**config.mk**
```make
export PLATFORM = sky130hd
export DESIGN_NAME = spi_master_arbiter_flat
export DESIGN_NICKNAME = d
export VERILOG_FILES = /design/src/rtl/spi_master_arbiter_if.sv /design/src/rtl/spi_master_arbiter.sv /design/src/flat_wrapper.sv
export SDC_FILE = /design/constraint.sdc
export NUM_CORES = 1
export LEC_CHECK = 0
export ABC_AREA = 0
export CORE_AREA = 8 8 78 80
export DETAILED_ROUTE_END_ITERATION = 8
export DIE_AREA = 0 0 86 88
export GPL_TIMING_DRIVEN = 0
export HOLD_SLACK_MARGIN = 0.1
export PLACE_DENSITY = 0.8
export SYNTH_ARGS = -nofsm -noshare
export SYNTH_HDL_FRONTEND = slang
export SYNTH_SLANG_ARGS = --single-unit
```
**constraint.sdc**
```tcl
create_clock -name clk -period 1.42 [get_ports clk]
set_input_delay 0.284 -clock clk [delete_from_list [all_inputs] [get_ports clk]]
set_output_delay 0.284 -clock clk [all_outputs]
set_load 0.01 [all_outputs]
```
**src/rtl/spi_master_arbiter_if.sv**
```systemverilog
// Requester and spi_master signal bundle for spi_master_arbiter.
// The master modport is the arbiter's view; the slave modport is the environment's view.
interface spi_master_arbiter_if #(
  parameter int unsigned AW = 5,
  parameter int unsigned DW = 8
);
  logic [1:0]      req_valid;
  logic [1:0]      req_wr;
  logic [2*AW-1:0] req_addr;
  logic [2*DW-1:0] req_wdata;
  logic [1:0]      req_cs;
  logic [1:0]      req_ready;
  logic [1:0]      rsp_valid;
  logic [DW-1:0]   rsp_data;
  logic            rsp_err;
  logic [AW+DW:0]  m_data;
  logic            m_tx_valid;
  logic            m_cs_sel;
  logic            m_rx_ready;
  logic [DW-1:0]   m_data_out;

  modport master (
    input  req_valid, req_wr, req_addr, req_wdata, req_cs, m_rx_ready, m_data_out,
    output req_ready, rsp_valid, rsp_data, rsp_err, m_data, m_tx_valid, m_cs_sel
  );

  modport slave (
    output req_valid, req_wr, req_addr, req_wdata, req_cs, m_rx_ready, m_data_out,
    input  req_ready, rsp_valid, rsp_data, rsp_err, m_data, m_tx_valid, m_cs_sel
  );
endinterface

```
**src/rtl/spi_master_arbiter.sv**
```systemverilog
// Round-robin arbiter sharing one spi_master between two requesters.
// It runs one transaction at a time and aborts a transaction if the master does not answer within TIMEOUT cycles.
module spi_master_arbiter #(
  parameter int unsigned AW      = 5,
  parameter int unsigned DW      = 8,
  parameter int unsigned TIMEOUT = 255
) (
  input  logic                 clk,
  input  logic                 rst,
  spi_master_arbiter_if.master bus
);
  typedef enum logic [1:0] {IDLE, ISSUE, WAIT, RESP} state_t;

  localparam logic [7:0] LP_LAST_CNT = 8'(TIMEOUT - 1);

  state_t         r_state;
  logic           r_last;
  logic           r_gnt;
  logic [7:0]     r_cnt;
  logic [1:0]     r_req_ready;
  logic [1:0]     r_rsp_valid;
  logic [DW-1:0]  r_rsp_data;
  logic           r_rsp_err;
  logic [AW+DW:0] r_m_data;
  logic           r_m_tx_valid;
  logic           r_m_cs_sel;

  logic           w_gnt;
  logic           w_cs;
  logic [AW+DW:0] w_frame;

  // With both requesters valid, grant the one that was not served last.
  assign w_gnt   = (bus.req_valid == 2'b11) ? ~r_last : bus.req_valid[1];
  assign w_cs    = w_gnt ? bus.req_cs[1] : bus.req_cs[0];
  assign w_frame = w_gnt ? {bus.req_wr[1], bus.req_addr[2*AW-1:AW], bus.req_wdata[2*DW-1:DW]}
                         : {bus.req_wr[0], bus.req_addr[AW-1:0],    bus.req_wdata[DW-1:0]};

  always_ff @(posedge clk) begin
    if (!rst) begin
      r_state      <= IDLE;
      r_last       <= 1'b1;
      r_gnt        <= 1'b0;
      r_cnt        <= '0;
      r_req_ready  <= '0;
      r_rsp_valid  <= '0;
      r_rsp_data   <= '0;
      r_rsp_err    <= 1'b0;
      r_m_data     <= '0;
      r_m_tx_valid <= 1'b0;
      r_m_cs_sel   <= 1'b1;
    end else begin
      r_req_ready  <= '0;
      r_rsp_valid  <= '0;
      r_m_tx_valid <= 1'b0;
      case (r_state)
        IDLE: begin
          if (bus.req_valid != 2'b00) begin
            r_gnt        <= w_gnt;
            r_m_data     <= w_frame;
            r_m_cs_sel   <= w_cs;
            r_req_ready  <= {w_gnt, ~w_gnt};
            r_m_tx_valid <= 1'b1;
            r_state      <= ISSUE;
          end
        end
        ISSUE: begin
          r_cnt   <= '0;
          r_state <= WAIT;
        end
        WAIT: begin
          r_cnt <= r_cnt + 8'd1;
          // A completion arriving on the final count still counts as success.
          if (bus.m_rx_ready) begin
            r_rsp_data  <= bus.m_data_out;
            r_rsp_err   <= 1'b0;
            r_rsp_valid <= {r_gnt, ~r_gnt};
            r_state     <= RESP;
          end else if (r_cnt == LP_LAST_CNT) begin
            r_rsp_data  <= '0;
            r_rsp_err   <= 1'b1;
            r_rsp_valid <= {r_gnt, ~r_gnt};
            r_state     <= RESP;
          end
        end
        RESP: begin
          r_last  <= r_gnt;
          r_state <= IDLE;
        end
        default: r_state <= IDLE;
      endcase
    end
  end

  assign bus.req_ready  = r_req_ready;
  assign bus.rsp_valid  = r_rsp_valid;
  assign bus.rsp_data   = r_rsp_data;
  assign bus.rsp_err    = r_rsp_err;
  assign bus.m_data     = r_m_data;
  assign bus.m_tx_valid = r_m_tx_valid;
  assign bus.m_cs_sel   = r_m_cs_sel;
endmodule

```
**src/flat_wrapper.sv**
```systemverilog
// flat-port wrapper written by rule: the top's interface ports become plain ports
module spi_master_arbiter_flat 
#(
  parameter int unsigned AW      = 5,
  parameter int unsigned DW      = 8,
  parameter int unsigned TIMEOUT = 255
)
  (clk, rst, bus_req_valid, bus_req_wr, bus_req_addr, bus_req_wdata, bus_req_cs, bus_m_rx_ready, bus_m_data_out, bus_req_ready, bus_rsp_valid, bus_rsp_data, bus_rsp_err, bus_m_data, bus_m_tx_valid, bus_m_cs_sel);
  spi_master_arbiter_if #(.AW(AW), .DW(DW)) bus_i ();
  input  logic clk;
  input  logic rst;
  input wire logic [$bits(bus_i.req_valid)-1:0] bus_req_valid;
  input wire logic [$bits(bus_i.req_wr)-1:0] bus_req_wr;
  input wire logic [$bits(bus_i.req_addr)-1:0] bus_req_addr;
  input wire logic [$bits(bus_i.req_wdata)-1:0] bus_req_wdata;
  input wire logic [$bits(bus_i.req_cs)-1:0] bus_req_cs;
  input wire logic [$bits(bus_i.m_rx_ready)-1:0] bus_m_rx_ready;
  input wire logic [$bits(bus_i.m_data_out)-1:0] bus_m_data_out;
  output wire logic [$bits(bus_i.req_ready)-1:0] bus_req_ready;
  output wire logic [$bits(bus_i.rsp_valid)-1:0] bus_rsp_valid;
  output wire logic [$bits(bus_i.rsp_data)-1:0] bus_rsp_data;
  output wire logic [$bits(bus_i.rsp_err)-1:0] bus_rsp_err;
  output wire logic [$bits(bus_i.m_data)-1:0] bus_m_data;
  output wire logic [$bits(bus_i.m_tx_valid)-1:0] bus_m_tx_valid;
  output wire logic [$bits(bus_i.m_cs_sel)-1:0] bus_m_cs_sel;
  assign bus_i.req_valid = bus_req_valid;
  assign bus_i.req_wr = bus_req_wr;
  assign bus_i.req_addr = bus_req_addr;
  assign bus_i.req_wdata = bus_req_wdata;
  assign bus_i.req_cs = bus_req_cs;
  assign bus_i.m_rx_ready = bus_m_rx_ready;
  assign bus_i.m_data_out = bus_m_data_out;
  assign bus_req_ready = bus_i.req_ready;
  assign bus_rsp_valid = bus_i.rsp_valid;
  assign bus_rsp_data = bus_i.rsp_data;
  assign bus_rsp_err = bus_i.rsp_err;
  assign bus_m_data = bus_i.m_data;
  assign bus_m_tx_valid = bus_i.m_tx_valid;
  assign bus_m_cs_sel = bus_i.m_cs_sel;
  spi_master_arbiter #(.AW(AW), .DW(DW), .TIMEOUT(TIMEOUT)) u_core (.clk(clk), .rst(rst), .bus(bus_i));
endmodule
```
==> impl_metrics.yaml <==
floorplanning:
  core-area_mm2: 0.004912
  start_util_pct: 35.81
  die_w_um: 86
  die-area_mm2: 0.007568
  pin_count: 72
  die_height_um: 88
  num_rows: 26
worst_setup_path:
  cp_data_arrival_time_ps: 1520
  cp_cell_sequence: "inv_1, ha_4, and3_4, nand3_1, xor2_1, nor2_1"
  reg2reg_depth: 6
  timing.reg2reg.setup_slack_ps: 80
  slowest_stage: "dfxtp_2"
  setup.worst_path.end_class: "flop"
  endpoint: "u_core.r_cnt[7]"
  startpoint: "u_core.r_state[1]"
  slowest_delay_ps: 350
  regToRegStartpoint: "u_core.r_state[1]"
  crit_type: "reg -> reg"
  worst-path-max-fanout: 6
  timing.rr.end: "u_core.r_cnt[7]"
  worst_setup_path_start_kind: "flop"
  worst_ep_required_time_ps: 1600
global_route:
  antenna_found_initial: 1
  grt_pass1_wl_um: 7272
  grt_max_degree: 13
  overflow: 0
  grt_pass1_vias: 1599
  grt_usage_pct: 12.11
yosys:
  synth_top_family_by_area: "compound AO/OA/AOI/OAI gates"
  synthSimpleGateAreaFrac_pct: 13.37
  synth-seq-cells: 41
  seq_area_frac_synth_pct: 46.66
  synth_mux_area_share_pct: 10.24
  synth_xor_area_share_pct: 2.489
  ys_warn_count: 0
  synth.avg_cell_area_um2: 10.23
  syn_inst: 172
  synth-compound-area-share_pct: 18.21
  synthesis.nets: 221
  synth_fa_ha_area_share_pct: 4.267
  synth_cell_types: 34
  synth_area_mm2: 0.001759
power_and_ir_drop:
  power_density_mw_per_mm2: 1373
  p_leak_nw: 1.308
  ir_worst_vdd_mv: 0.7670
routing:
  first_pass_iters: 4
  vias: 1505
  drt_wl_total_um: 4452
  remaining_drc_errors: 0
  first_iter_violations: 73
  drt.antenna.violating_nets: 0
  wire_per_inst_um: 13.61
  via_per_inst: 4.602
final_layout:
  area_growth_pct: 54.98
  nFillCells: 436
  final_cells: 327
  fin_util_pct: 55.50
  drive_above_1_share_pct: 15.23
  nNetsFinal: 304
sta:
  grt_setup_unrepaired: "no"
  fmax_mhz: 744.8
  finalMaxSlewViolations: 0
  timing.hold.ws_ps: 471.7
  hold_viol: 0
  tightest_slew_ps: 361.3
  fin_worst_skew_ps: 6.548
  fin_crit_ps: 1343
  setup-violations-final: 0
  fin_setup_tns_ps: 0
  period_share_pct: 94.56
  relSlewSlack_pct: 75.66
placed_design:
  port_buffers: 71
  gp_congestion: 0.7357
  place_hpwl_um: 3251
  dp.cells: 313
cts:
  root_buffer: "clkbuf_8"
  ctsLongestPathBuffers: 2
  clk_pin_slew_ps: 80
  numCtsBuffers: 5
  insertion_delay_ps: 290
  cts_max_level: 2
  cts_sinks: 41
  cts_tree: "built"
worst_hold_path:
  holdCritPathClass: "reg -> reg"
  hp-start: "u_core.bus.rsp_data[3]"
  whs_path_depth: 1
job:
  maxCapViolCount: 0
run_status:
  status: "completed"
report_power, final:
group	internal, mW	switching, mW	total, mW
Sequential	1.39	0.117	1.50
Combinational	0.768	0.748	1.52
Clock	0.340	0.382	0.722
Total	2.50	1.25	3.74
Yosys cell counts, drive strengths merged:
master	n	area [um^2]
nand4	3	18.77
a22o	8	70.07
buf	6	50.04
a21oi	4	23.77
a31oi	1	6.260
mux2i	18	180.2
nor3b	2	15.01
o31a	1	8.760
and3	4	25.02
o21a	3	30.02
and4	1	11.26
or3	1	6.260
nor2	7	26.28
ha	6	75.07
o21ai	3	15.01
inv	5	18.77
clkbuf	4	15.01
xor2	5	43.79
nor2b	2	12.51
o211a	14	140.1
dfxtp	41	820.8
and2	2	12.51
nand2	26	97.59
a21boi	2	18.77
nand3	1	5.000
nor3	1	5.000
o211ai	1	7.510
kinds of logic after synthesis:
logic type | count (synthesis)
AO/OA/AOI/OAI | 37
XOR/XNOR | 5
adder cells (fa/ha/maj) | 6
buffers and inverters | 15
flip-flops | 41
multiplexers | 18
AND/OR/NAND/NOR | 50
layer usage:
metal,global-route usage (%),share of wire (%)
met5,0,0
met2,17.98,43
met3,7.505,12
met4,3.822,0.76
met1,13.99,44
critical path, delay by kind of cell (launching register included):
kind | cells | cell delay, ps
XOR/XNOR | 1 | 150
adder cells (fa/ha/maj) | 1 | 300
buffers and inverters | 1 | 80
flip-flops | 1 | 350
AND/OR/NAND/NOR | 3 | 350
worst min path at each step:
| stage | to |
|---|---|
| after CTS | u_core.bus.rsp_data[3] |
| after global routing | u_core.bus.rsp_data[5] |
| after floorplan | u_core.bus.rsp_data[0] |
| final | u_core.bus.rsp_data[3] |
| after detailed placement | u_core.bus.rsp_data[4] |
| after global placement | u_core.bus.rsp_data[7] |
cell type report:
type	instances	area [um^2]	area share, %
Tap cell	70	87.58	3.212
Sequential cell	41	825.8	30.29
Buffer	9	73.82	2.708
Clock inverter	2	10.01	0.3671
Multi-Input combinational cell	116	902.1	33.09
Inverter	5	18.77	0.6884
Clock buffer	6	72.57	2.662
Timing Repair Buffer	77	733.2	26.89
Antenna cell	1	2.502	0.09179
metrics by stage:
| step | setup slack [ps] | power, mW | instance area (um^2) |
|---|---|---|---|
| final | 77.28 | 3.742 | 2726 |
| after global routing | 9.412 | 4.031 | 2726 |
| after CTS | 1.915 | 3.720 | 2681 |
| after detailed placement | -384.8 | 2.996 | 2557 |
| after global placement | -372.6 | 2.974 | 2557 |
| after floorplan | 34.03 | 2.316 | 1759 |
registers in the layout, summed over array words and instances, names as in the netlist:
| signal | count |
|---|---|
| u_core.bus.req_ready | 2 |
| u_core.bus.rsp_valid | 2 |
| u_core.r_cnt | 8 |
| u_core.bus.rsp_data | 8 |
| u_core.r_last | 1 |
| u_core.bus.m_data | 14 |
| u_core.bus.m_cs_sel | 1 |
| u_core.bus.rsp_err | 1 |
| u_core.bus.m_tx_valid | 1 |
| u_core.r_gnt | 1 |
| u_core.r_state | 2 |
layout by cell type (no fill, tap or decap), types with 2 or more instances in the layout:
cell type         n
a22o_1            8
clkbuf_8          5
a21oi_1           2
dfxtp_1          37
buf_4             6
dlygate4sd2_1    30
nor2_1            7
o211a_1          14
nand2_1          26
inv_1             3
xor2_1            5
inv_2             2
nand4_1           3
clkbuf_4          2
mux2i_1          18
o21ai_0           2
ha_1              5
buf_12            2
clkdlybuf4s50_1  40
o21a_1            2
dfxtp_2           4
and2_1            2
clkinv_2          2
clkbuf_2          3
and3_4            3
nor2b_1           2
what timing repair did:
item,CTS,global route
pin swaps,0,3
gates cloned,0,0
hold endpoints to repair,0,0
setup endpoints to repair,62,34
hold buffers,0,0
gates resized for setup,40,15
buffers inserted,5,1
No activity file was read; power rests on OpenSTA's default activity.
